**src/rtl/probe_trace_pkg.sv**
```systemverilog
// Shared encodings for the probe trace buffer: capture state, full-buffer mode,
// drop counter width and the channel index width helper.
package probe_trace_pkg;

    localparam int DROP_CNT_W = 16;

    typedef enum logic {
        ARMED  = 1'b0,
        FROZEN = 1'b1
    } trace_state_t;

    typedef enum logic {
        MODE_WRAP = 1'b0,
        MODE_STOP = 1'b1
    } trace_mode_t;

    // A single channel still needs a one-bit index so read_chan never collapses to zero width.
    function automatic int idx_width(input int n);
        return (n > 1) ? $clog2(n) : 1;
    endfunction

endpackage

```
**src/rtl/probe_trace_arbiter.sv**
```systemverilog
// Fixed-priority write-channel select: the lowest-index asserted strobe wins, and
// o_lost flags that at least one other asserted strobe lost this cycle.
module probe_trace_arbiter
    import probe_trace_pkg::*;
#(
    parameter int DATA_W   = 64,
    parameter int CHANNELS = 2,
    parameter int IDX_W    = idx_width(CHANNELS)
) (
    input  logic [CHANNELS*DATA_W-1:0] i_write,
    input  logic [CHANNELS-1:0]        i_wen,
    output logic                       o_grant_valid,
    output logic [IDX_W-1:0]           o_grant_idx,
    output logic [DATA_W-1:0]          o_grant_data,
    output logic                       o_lost
);

    // Scanning from the top down lets the lowest asserted index overwrite last.
    always_comb begin
        o_grant_idx  = '0;
        o_grant_data = '0;
        for (int i = CHANNELS - 1; i >= 0; i--) begin
            if (i_wen[i]) begin
                o_grant_idx  = IDX_W'(i);
                o_grant_data = i_write[i*DATA_W +: DATA_W];
            end
        end
    end

    assign o_grant_valid = |i_wen;
    assign o_lost        = (i_wen & (i_wen - CHANNELS'(1))) != '0;

endmodule

```
**src/rtl/probe_trace_buffer.sv**
```systemverilog
// Multi-channel probe capture FIFO with wrap or stop-when-full behaviour, a
// freeze/clear capture FSM, sticky overflow and a saturating drop counter.
module probe_trace_buffer
    import probe_trace_pkg::*;
#(
    parameter int DATA_W   = 64,
    parameter int DEPTH    = 16,
    parameter int CHANNELS = 2
) (
    input  logic                           clock,
    input  logic                           reset,
    input  logic [CHANNELS*DATA_W-1:0]     write,
    input  logic [CHANNELS-1:0]            wen,
    input  logic                           mode,
    input  logic                           freeze,
    input  logic                           clear,
    input  logic                           read_ready,
    output logic                           read_valid,
    output logic [DATA_W-1:0]              read_data,
    output logic [idx_width(CHANNELS)-1:0] read_chan,
    output logic [$clog2(DEPTH):0]         count,
    output logic                           overflow,
    output logic [DROP_CNT_W-1:0]          drop_count,
    output logic                           frozen
);

    localparam int PTR_W = $clog2(DEPTH);
    localparam int IDX_W = idx_width(CHANNELS);
    localparam int CNT_W = PTR_W + 1;

    trace_state_t          r_state;
    trace_state_t          w_nextState;
    logic [PTR_W-1:0]      r_rdPtr;
    logic [PTR_W-1:0]      r_wrPtr;
    logic [CNT_W-1:0]      r_count;
    logic                  r_overflow;
    logic [DROP_CNT_W-1:0] r_dropCount;
    logic [DATA_W-1:0]     r_memData [DEPTH];
    logic [IDX_W-1:0]      r_memChan [DEPTH];

    logic              w_grantValid;
    logic [IDX_W-1:0]  w_grantIdx;
    logic [DATA_W-1:0] w_grantData;
    logic              w_lost;
    trace_mode_t       w_mode;
    logic              w_full;
    logic              w_pop;
    logic              w_capture;
    logic              w_write;
    logic              w_overwrite;
    logic              w_refuse;
    logic              w_drop;

    probe_trace_arbiter #(
        .DATA_W   (DATA_W),
        .CHANNELS (CHANNELS),
        .IDX_W    (IDX_W)
    ) u_arbiter (
        .i_write       (write),
        .i_wen         (wen),
        .o_grant_valid (w_grantValid),
        .o_grant_idx   (w_grantIdx),
        .o_grant_data  (w_grantData),
        .o_lost        (w_lost)
    );

    always_ff @(posedge clock or posedge reset) begin
        if (reset) begin
            r_state <= ARMED;
        end else begin
            r_state <= w_nextState;
        end
    end

    always_comb begin
        w_nextState = r_state;
        if (clear) begin
            w_nextState = ARMED;
        end else if (freeze) begin
            w_nextState = FROZEN;
        end
    end

    // Capture is suppressed already in the cycle freeze is first seen, not only once FROZEN.
    assign w_mode      = trace_mode_t'(mode);
    assign w_full      = (r_count == CNT_W'(DEPTH));
    assign w_pop       = read_valid && read_ready && !clear;
    assign w_capture   = (r_state == ARMED) && !freeze && !clear && w_grantValid;
    assign w_write     = w_capture && (!w_full || w_pop || (w_mode == MODE_WRAP));
    assign w_overwrite = w_capture && w_full && !w_pop && (w_mode == MODE_WRAP);
    assign w_refuse    = w_capture && w_full && !w_pop && (w_mode == MODE_STOP);
    assign w_drop      = w_grantValid && (w_lost || !w_write);

    always_ff @(posedge clock or posedge reset) begin
        if (reset) begin
            r_rdPtr     <= '0;
            r_wrPtr     <= '0;
            r_count     <= '0;
            r_overflow  <= 1'b0;
            r_dropCount <= '0;
        end else if (clear) begin
            r_rdPtr     <= '0;
            r_wrPtr     <= '0;
            r_count     <= '0;
            r_overflow  <= 1'b0;
            r_dropCount <= '0;
        end else begin
            if (w_write) begin
                r_wrPtr <= r_wrPtr + 1'b1;
            end
            if (w_pop || w_overwrite) begin
                r_rdPtr <= r_rdPtr + 1'b1;
            end
            if (w_write && !w_pop && !w_overwrite) begin
                r_count <= r_count + 1'b1;
            end else if (w_pop && !w_write) begin
                r_count <= r_count - 1'b1;
            end
            if (w_overwrite || w_refuse) begin
                r_overflow <= 1'b1;
            end
            if (w_drop && (r_dropCount != '1)) begin
                r_dropCount <= r_dropCount + 1'b1;
            end
        end
    end

    // Storage is deliberately unreset; the pointers and count alone define what is valid.
    always_ff @(posedge clock) begin
        if (w_write) begin
            r_memData[r_wrPtr] <= w_grantData;
            r_memChan[r_wrPtr] <= w_grantIdx;
        end
    end

    assign read_valid = (r_count != '0);
    assign read_data  = r_memData[r_rdPtr];
    assign read_chan  = r_memChan[r_rdPtr];
    assign count      = r_count;
    assign overflow   = r_overflow;
    assign drop_count = r_dropCount;
    assign frozen     = (r_state == FROZEN);

endmodule

```
**config.mk**
```make
export PLATFORM = sky130hd
export DESIGN_NAME = probe_trace_buffer
export DESIGN_NICKNAME = d
export VERILOG_FILES = /design/src/rtl/probe_trace_pkg.sv /design/src/rtl/probe_trace_arbiter.sv /design/src/rtl/probe_trace_buffer.sv
export SDC_FILE = /design/constraint.sdc
export NUM_CORES = 1
export LEC_CHECK = 0
export BUFFER_PORTS_ARGS = -buffer_cell sky130_fd_sc_hd__buf_2
export CAP_MARGIN = 20
export CORE_MARGIN = 2
export CORE_UTILIZATION = 55
export DETAILED_ROUTE_END_ITERATION = 10
export PLACE_DENSITY_LB_ADDON = 0.3
export SETUP_SLACK_MARGIN = 0.5
export SYNTH_ARGS = -nofsm -noshare
export SYNTH_HDL_FRONTEND = slang
export SYNTH_SLANG_ARGS = --single-unit
```
**constraint.sdc**
```tcl
create_clock -name clock -period 8 [get_ports clock]
set_clock_uncertainty 0.1 [all_clocks]
set_input_delay 1.6 -clock clock [delete_from_list [all_inputs] [get_ports clock]]
set_output_delay 1.6 -clock clock [all_outputs]
set_load 0.01 [all_outputs]
```
Word-level counts from Yosys, hierarchy flattened. Memory sizes are Yosys's and may differ from the RTL's. Index checks and enable logic that the tools add are counted.

Register bits after elaboration: 31. Latch bits: 0. Memory bits (writable): 1040. Bits in read-only memories: 0. Input bits: 136. Output and inout port bits: 89. Word-level logic and storage cells: 73. Memories: 2.

$add $sub $neg: 6. $mul: 0. Divide/modulo/power cells: 0. Magnitude comparators: 0. Equality and inequality tests: 2. Shift operators: 0. Muxes and demuxes: 19. Bitwise logic cells: 3. Reductions and logical operators: 35.

Memory list: r_memData (depth 16, bits a word 64, rd ports 1, clocked after memory_dff 0, wr ports 1, RTL line probe_trace_buffer.sv:38) `logic [DATA_W-1:0] r_memData [DEPTH];`; r_memChan (depth 16, bits a word 1, rd ports 1, clocked after memory_dff 0, wr ports 1, RTL line probe_trace_buffer.sv:39) `logic [IDX_W-1:0] r_memChan [DEPTH];`.

Operators by type and width (count): $mux W64 (2); $mux W16 (2); $add A16 B1 Y16 const B (1); $mux W4 (4); $ne A16 B16 Y1 const B (1); $logic_and A1 B1 Y1 (15); $mux W5 (3); $reduce_bool A2 Y1 (6); $add A4 B1 Y4 const B (2); $mux W1 (8); $logic_not A1 Y1 (6); $add A5 B1 Y5 const B (1); $eq A5 B5 Y1 const B (1); $logic_or A1 B1 Y1 (5); $reduce_bool A5 Y1 (1); $sub A5 B1 Y5 const B (1); $reduce_bool A3 Y1 (1); $and A2 B2 Y2 (1); $not A1 Y1 (2); $reduce_or A2 Y1 (1); $sub A2 B1 Y2 const B (1).

Depth between registers and ports, before layout. Gate-level depths: netlist of run 1.

Word-level depth: 12. Mapped depth: 10. Gate-level depth less buffers: 9.

Modules after synthesis. From an unflattened synthesis of run 1, not the netlist that was laid out.

Cell total of the unflattened synthesis: 1746. Area total of the unflattened synthesis: 41648.7 um^2.

By module, submodules not included: probe_trace_buffer (instances 1, cells an instance 1660, area an instance 40866.7 um^2, sequential area each 32005.7 um^2); probe_trace_arbiter (instances 1, cells an instance 86, area an instance 782.0 um^2, sequential area each 0.0 um^2).

Least setup slack after synthesis of run 1. Ideal clock, no wire load.

Path kind: input -> register. Start: input clear. End: memory r_memChan[0] (netlist name) (enable). Library setup time: 648 ps. Data arrival time: 8834 ps. Required time: 7252 ps. Path slack: -1583 ps. Stages on the path: 6. Buffers on the path: 2. Path through: clkbuf_1 nor3_1 o21ai_1 or2_2 clkbuf_1 nor4_1.

Word-level cells in the longest chain between the ends: 7. Elaborated cells on any way between the ends: 9. Those cells by class: 2 x mux; 7 x reduce/logical.

Ends and longest elaborated chain: start, declared (RTL line probe_trace_buffer.sv:16) `input logic clear,`; $logic_not A1 Y1 (*) (RTL line probe_trace_buffer.sv:87, probe_trace_buffer.sv:88); $logic_and A1 B1 Y1 (RTL line probe_trace_buffer.sv:87) `assign w_pop = read_valid && read_ready && !clear;`; $logic_or A1 B1 Y1 (2 in a row) (RTL line probe_trace_buffer.sv:89) `assign w_write = w_capture && (!w_full || w_pop || (w_mode == MODE_WRAP));`; $logic_and A1 B1 Y1 (*) (RTL line probe_trace_buffer.sv:89); $mux W1 (*) (RTL line probe_trace_buffer.sv:130) `if (w_write) begin`; $mux W1 (implied by the code) (*) (RTL line probe_trace_buffer.sv:132) `r_memChan[r_wrPtr] <= w_grantIdx;`; end, declared (RTL line probe_trace_buffer.sv:39).

Every way passes the cells marked *; elsewhere a longest branch is shown, timed or not.

Worst setup path in the final report of run 1.
Start: register r_rdPtr[0]. End: output read_data[54].

Word-level cells in the longest chain between the ends: 1.

Ends and longest elaborated chain: start, declared (RTL line probe_trace_buffer.sv:33) `logic [PTR_W-1:0] r_rdPtr;`; start signal, assigned (RTL line probe_trace_buffer.sv:112) `r_rdPtr <= r_rdPtr + 1'b1;`; $mem_v2 Z16 W64; end, declared (RTL line probe_trace_buffer.sv:19) `output logic [DATA_W-1:0] read_data,`.

Every way passes these cells.

==> metrics.md, run 1 <==
| Metric | Value |
|---|---|
| Run status | `finished clean` |
| Layout cells sized above 1 | `roughly 36%` |
| Std cell rows | `100` |
| Leakage | `between 0.01 and 0.015 uW` |
| Cts repair resizes | `0` |
| Crit path launch type | `flop` |
| Worst skew pair latency | `0.66 ns` |
| Clock buffer depth | `3` |
| Final wirelength | `roughly 85 mm` |
| Synthesized area | `41400 sq um` |
| Max-cap viol count | `0` |
| Initial antenna violation count | `0` |
| Crit Path Category | `reg -> out` |
| Most frequent cell after synthesis | `edfxtp_1` |
| Async set-reset flop share out of synthesis | `between 2 and 3%` |
| Io pins | `between 200 and 250` |
| Root Driver | `clkbuf_16` |
| Slew Viols, Final | `0` |
| Req. time, crit path | `roughly 6.3 ns` |
| Yosys cell types | `48` |
| Syn. warnings | `0` |
| Met1 usage | `30.5%` |
| Vias in the first global route | `20.3k` |
| Critical-path cell with the highest stage delay | `dfrtp_4` |
| Ranking of synthesized cells by area | `edfxtp_1 (75%), mux4_2 (18%), dfrtp_1 (1.9%)` |
| Cts hold-fix bufs | `0` |
| Synth Instances | `about 1.7k` |
| EDFF count, synth | `around 1.0k` |
| CP max FO | `87` |
| Post-route setup slack | `roughly 2.6 ns` |
| Post-Place Setup Slack | `roughly 2.7 ns` |
| Post-Route Utilization | `between 60% and 70%` |
| GRT met2 Usage | `between 30% and 40%` |
| Avg Inst Size Synth | `~24 sq um` |
| CP arrival | `3.74 ns` |
| H-tree levels | `3` |
| Met3 GRT Util | `between 3 and 4%` |
| PortBufs | `between 200 and 250` |
| Vias | `19.1k` |
| Synth top cells by count | `edfxtp_1 (1040), mux4_2 (325), clkbuf_1 (73)` |
| Total track usage | `between 20 and 25%` |
| Core area | `around 75000 sq um` |
| DRT Pass-1 Iters | `8` |
| Primary FF master, synth | `edfxtp_1` |
| RD Place Congestion | `between 0.7 and 0.8` |
| Final setup vio count | `0` |
| Seq/Total Area, Yosys | `between 70 and 80%` |
| Initial core utilization | `55.6%` |
| WL/cell | `27.6 um` |
| Initial DRC count | `1834` |
| Die Span Y | `approximately 280 um` |
| CTS tree | `yes` |
| Vias per inst | `approximately 6.2` |
| # DRC | `0` |
| Synth Register Bits | `roughly 1.1k` |
| Power, Total | `about 13000 uW` |
| Final min period | `between 5 and 6 ns` |
| Crit end category | `output pin` |
| Global-route wire length before repair | `128 mm` |
| Inserted Clock Buffers | `105` |
| Fmax | `between 0.15 and 0.2 GHz` |
| Setup TNS | `0 ns` |
| Mapped Nets | `approximately 1.9k` |
| Global route overflow | `0` |
| Clock transition at the registers of the reported paths | `0.06 ns` |
| Yosys top cell by area | `edfxtp_1` |
| Hold WS | `approximately 0.48 ns` |
| Final nets | `2159` |
| Final period util | `about 68%` |
| Worst VDD drop | `0.203 mV` |
| HP Class | `reg -> reg` |
| Die W | `278 um` |
| Post-DP HPWL | `45.3 mm` |
| RSZ-0062 raised after global routing | `no` |
| Pwr per Cell Area | `~270 nW/um^2` |
| GR peak layer | `met2` |
| Crit path buffers/inverters | `2` |
| Worst-path cell chain | `buf_12, mux4_2, mux4_2, buf_2` |
| Postcts setup bufs | `0` |
| Share of the synthesized area in the top cell type | `75.4%` |
| Max stage delay on crit path | `1.00 ns` |
| Slew headroom | `approximately 24%` |
| CP delay by family, top | `multiplexers` |
| Worst slew pin tran | `between 1 and 1.5 ns` |
| Crit path top cell by count | `mux4_2` |
| CTS sink cnt | `1071` |
| Area grow syn2layout | `13.8%` |
| Final ANT Viol Nets | `0` |
| Largest net degree at the start of global routing | `between 80 and 90` |
| Hold Violations, Final | `0` |
| Die ar. | `around 78000 sq um` |
[placed cells by master, fill, tap and decap left out, drive strengths merged, types with 2 or more instances in the layout]
cell	count
xnor2	3
and3	2
or3	12
mux2i	3
o31ai	4
a22o	63
o41ai	2
a21oi	17
and4	2
inv	16
or2	2
clkinv	55
and2	10
ha	10
mux4	325
nor3b	2
nand4	2
clkinvlp	4
o21ai	15
xor2	5
bufinv	7
buf	256
nand2b	2
mux2	2
nand2	11
nor2	20
maj3	2
nor4	7
or4	3
dfrtp	31
nor2b	3
clkbuf	126
nor3	6
nand3	20
edfxtp	1040
[power breakdown]
part,leakage [uW],switching (uW),internal [uW]
clock network,0.00161,2030,2680
registers,0.00987,93.9,6240
logic,0.00342,820,909
[tightest hold or removal path: cells and delay by family, from the launching register on]
family	cells	cell delay, ns
simple gates	2	0.13
flops	1	0.41
[logic make-up after synthesis]
group | count (synthesis) | synth area share [%]
AOI/OAI and AO/OA | 109 | 2.01
xor gates and xnor gates | 8 | 0.169
adders and majority gates | 13 | 0.402
buffers and inverters | 109 | 1.01
DFF | 1071 | 77.2
muxes | 330 | 17.8
and+or+nand+nor | 105 | 1.36
[per-stage QoR]
step | cells | instance area (sq um)
6_report | 3070 | 47200
5_1_grt | 3069 | 47200
4_1_cts | 3068 | 47100
3_5_place_dp | 2873 | 43800
3_3_place_gp | 2872 | 43800
2_1_floorplan | 1745 | 41400
[state kept, by name, summed over array words and instances, names as in the netlist]
name        flops
r_rdPtr         4
r_wrPtr         4
drop_count     16
r_memData    1024
overflow        1
r_memChan      16
count           5
frozen          1
[area by class of cell]
cell class / instances / area [sq um]
clock inverter: 69 / 559
clock buffer: 126 / 2750
tap: 969 / 1210
timing repair buffer: 256 / 1480
multi-input combinational: 565 / 9090
inverter: 13 / 48.8
fill: 4835 / 27400
antenna: 1 / 2.50
sequential: 1071 / 32000
[path summary, 6_finish.rpt]
check                      startpoint               end  slack (ns)  depth (start not counted)
setup / recovery           r_rdPtr[0]     read_data[54]        2.56                          4
hold / removal                 frozen            frozen        0.48                          2
setup reg to reg               frozen  r_memData[4][17]        4.40                          6
hold reg to reg                frozen            frozen        0.48                          2
max in group asynchronous       reset        r_rdPtr[1]        6.53                          3
min in group asynchronous       reset     drop_count[4]        0.93                          3
[routing by layer]
metal	wire length (um)	vias up
met5	0	-
met3	4330	107
met4	1470	0
met1	34200	10263
li1	-	8101
met2	44800	630
(Power assumes the default switching activity.)
==> inputs of run 2 (changes only) <==
Clock period 8 ns to 4.9 ns, I/O delays scaled along.
==> run 2 against run 1 <==
  * Worst setup slack lost 1.8 ns
  * Sequential share of layout area shrank 0.84 points
  * Sequential power grew 63%
  * Wire length grew 6.8%
  * Critical path depth is the same
  * Non-clock buffer count grew 34
  * Global-route usage grew 1.4 points
  * Via count grew 2.2%
  * Die area is the same
  * Combinational power grew 74%
  * Critical path type unchanged
  * Largest cell class unchanged
==> metrics.md, run 2 (synthesis results as in run 1) <==
| Metric | Value |
|---|---|
| Vias per inst | `6.31 (+1.4%)` |
| CP arrival | `3.09 ns (-0.65 ns)` |
| Die Span Y | `278 um (unchanged)` |
| Root Driver | `clkbuf_16` |
| Final setup vio count | `0 (unchanged)` |
| Post-DP HPWL | `50.2 mm (+11%)` |
| CP max FO | `47 (-46%)` |
| HP Class | `in -> async` |
| Worst skew pair latency | `0.65 ns (about the same)` |
| Global route overflow | `0 (unchanged)` |
| Initial core utilization | `55.6% (unchanged)` |
| Power, Total | `21000 uW (+64%)` |
| Initial antenna violation count | `0 (unchanged)` |
| Setup TNS | `0 ns (unchanged)` |
| Leakage | `0.0151 uW (+1.7%)` |
| Die W | `278 um (unchanged)` |
| Crit Path Category | `reg -> out` |
| DRT Pass-1 Iters | `7 (-1)` |
| Final nets | `2191 (+1.5%)` |
| Clock transition at the registers of the reported paths | `0.06 ns (about the same)` |
| Io pins | `225 (unchanged)` |
| Critical-path cell with the highest stage delay | `dfrtp_4` |
| Worst-path cell chain | `buf_12, mux4_2, mux4_2, buf_2` |
| Post-route setup slack | `0.728 ns (-1.83 ns)` |
| Area grow syn2layout | `15.3%` |
| Final min period | `4.17 ns` |
| Finished Cell Area | `47800 sq um (+1.2%)` |
| Crit path top cell by count | `mux4_2` |
| Pwr per Cell Area | `439 nW/um^2 (+62%)` |
| # DRC | `0 (unchanged)` |
| Max stage delay on crit path | `0.72 ns (-0.28 ns)` |
| Core area | `74600 sq um (unchanged)` |
| Max-cap viol count | `0 (unchanged)` |
| CP delay by family, top | `multiplexers` |
| Antenna cells | `0 (-1)` |
| Final wirelength | `90.6 mm (+6.8%)` |
| Post-Route Utilization | `64.0% (+0.79 points)` |
| Crit path launch type | `flop` |
| Clock buffer depth | `3 (unchanged)` |
| Reg-to-Reg Start | `frozen` |
| Crit end category | `output pin` |
| WL/cell | `29.3 um (+6.0%)` |
| Hold Violations, Final | `0 (unchanged)` |
| Slew headroom | `39.8% (+15 points)` |
| Placed Area | `44500 sq um (+1.4%)` |
| FF-to-FF setup slack | `1.77 ns (-2.63 ns)` |
| Fmax | `roughly 0.24 GHz` |
| Crit path buffers/inverters | `2 (unchanged)` |
| PortBufs | `224 (unchanged)` |
| Layout cells sized above 1 | `37.1% (+1.3 points)` |
| Max reg flops | `1024 (unchanged)` |
| Post-Place Setup Slack | `0.798 ns (-1.88 ns)` |
| RD Place Congestion | `0.739 (about the same)` |
| Worst r2r dst | `count[4]` |
| Vias in the first global route | `20.8k (+2.6%)` |
| Largest net degree at the start of global routing | `68 (-23%)` |
| Worst VDD drop | `0.379 mV (+87%)` |
| RSZ-0062 raised after global routing | `no` |
| R2r worst-path depth | `9 (+3)` |
| Die ar. | `77500 sq um (unchanged)` |
| Vias | `19.5k (+2.2%)` |
| Biggest register | `r_memData` |
| CTS tree | `yes` |
| Req. time, crit path | `3.82 ns (-2.48 ns)` |
| Global-route wire length before repair | `134 mm (+4.7%)` |
| Std cell rows | `100 (unchanged)` |
| Most frequent cells in the layout | `edfxtp_1 (1040), mux4_2 (325), buf_2 (223)` |
| Worst slew pin tran | `0.901 ns (-0.234 ns)` |
| Total track usage | `23.8% (+1.4 points)` |
| Final period util | `85.1%` |
| Final ANT Viol Nets | `0 (unchanged)` |
| Commonest non-fill, non-tap cell in the layout | `edfxtp_1` |
| Slew Viols, Final | `0 (unchanged)` |
| H-tree levels | `3 (unchanged)` |
| Inserted Clock Buffers | `103 (-1.9%)` |
| CTS sink cnt | `1071 (unchanged)` |
| Run status | `finished clean` |
| Initial DRC count | `2175 (+19%)` |
run 2: cell count changes in the layout (fill, tap and decap cells not counted), sizes merged:
cell      change
buf          +34
bufinv        +2
clkbuf        -6
diode         -1
inv           +2
clkinvlp      -1
clkinv        -6
run 2: worst reg2reg max path: cells and delay by family (launching register included):
kind / cells / cell delay (ns)
buffers and inverters: 1 / 0.22
xor gates and xnor gates: 1 / 0.10
DFF: 1 / 0.43
adders and majority gates: 1 / 0.46
AOI/OAI and AO/OA: 4 / 1.04
and+or+nand+nor: 2 / 0.71
run 2: layout make-up:
class                           instances  area [sq um]
Clock inverter                         66           636
Fill cell                            4886         26800
Inverter                               13          48.8
Tap cell                              969          1210
Multi-Input combinational cell        565          9140
Timing Repair Buffer                  290          2060
Clock buffer                          120          2640
Sequential cell                      1071         32000
run 2: layer usage:
layer  global-route usage (%)  share of wire, %  up-vias
met3                     3.92               6.4      127
li1                         -                 -     8162
met1                     32.3                40    10504
met4                     6.78               2.0        0
met5                        0                 0        -
met2                     40.6                52      735
run 2: repair_timing:
item / in CTS / in global routing
buffers inserted: 1 / 0
endpoints found under the setup margin: 5 / 0
hold buffers: 0 / 0
resized for setup: 0 / 0
run 2: worst max path at each step:
stage	from	to	slack (ns)	cells after the start
2_1_floorplan	clear	r_memChan[12]	-0.18	6
3_3_place_gp	clear	count[4]	0.74	10
3_5_place_dp	clear	count[4]	0.80	10
4_1_cts	r_rdPtr[0]	read_data[41]	0.68	4
5_1_grt	r_rdPtr[0]	read_data[33]	0.61	4
6_report	r_rdPtr[0]	read_data[33]	0.73	4
run 2: metrics by stage:
| step | cells | hold slack [ns] |
|---|---|---|
| floorplan | 1745 | 0.421 |
| global placement | 2907 | 0.435 |
| detailed placement | 2907 | 0.432 |
| CTS | 3094 | 0.291 |
| global route | 3094 | 0.344 |
| finish | 3094 | 0.307 |
run 2: where the power goes:
group | switching, uW | internal, uW
combinational | 1450 | 1560
sequential | 101 | 10200
clock | 3340 | 4350
total | 4890 | 16100
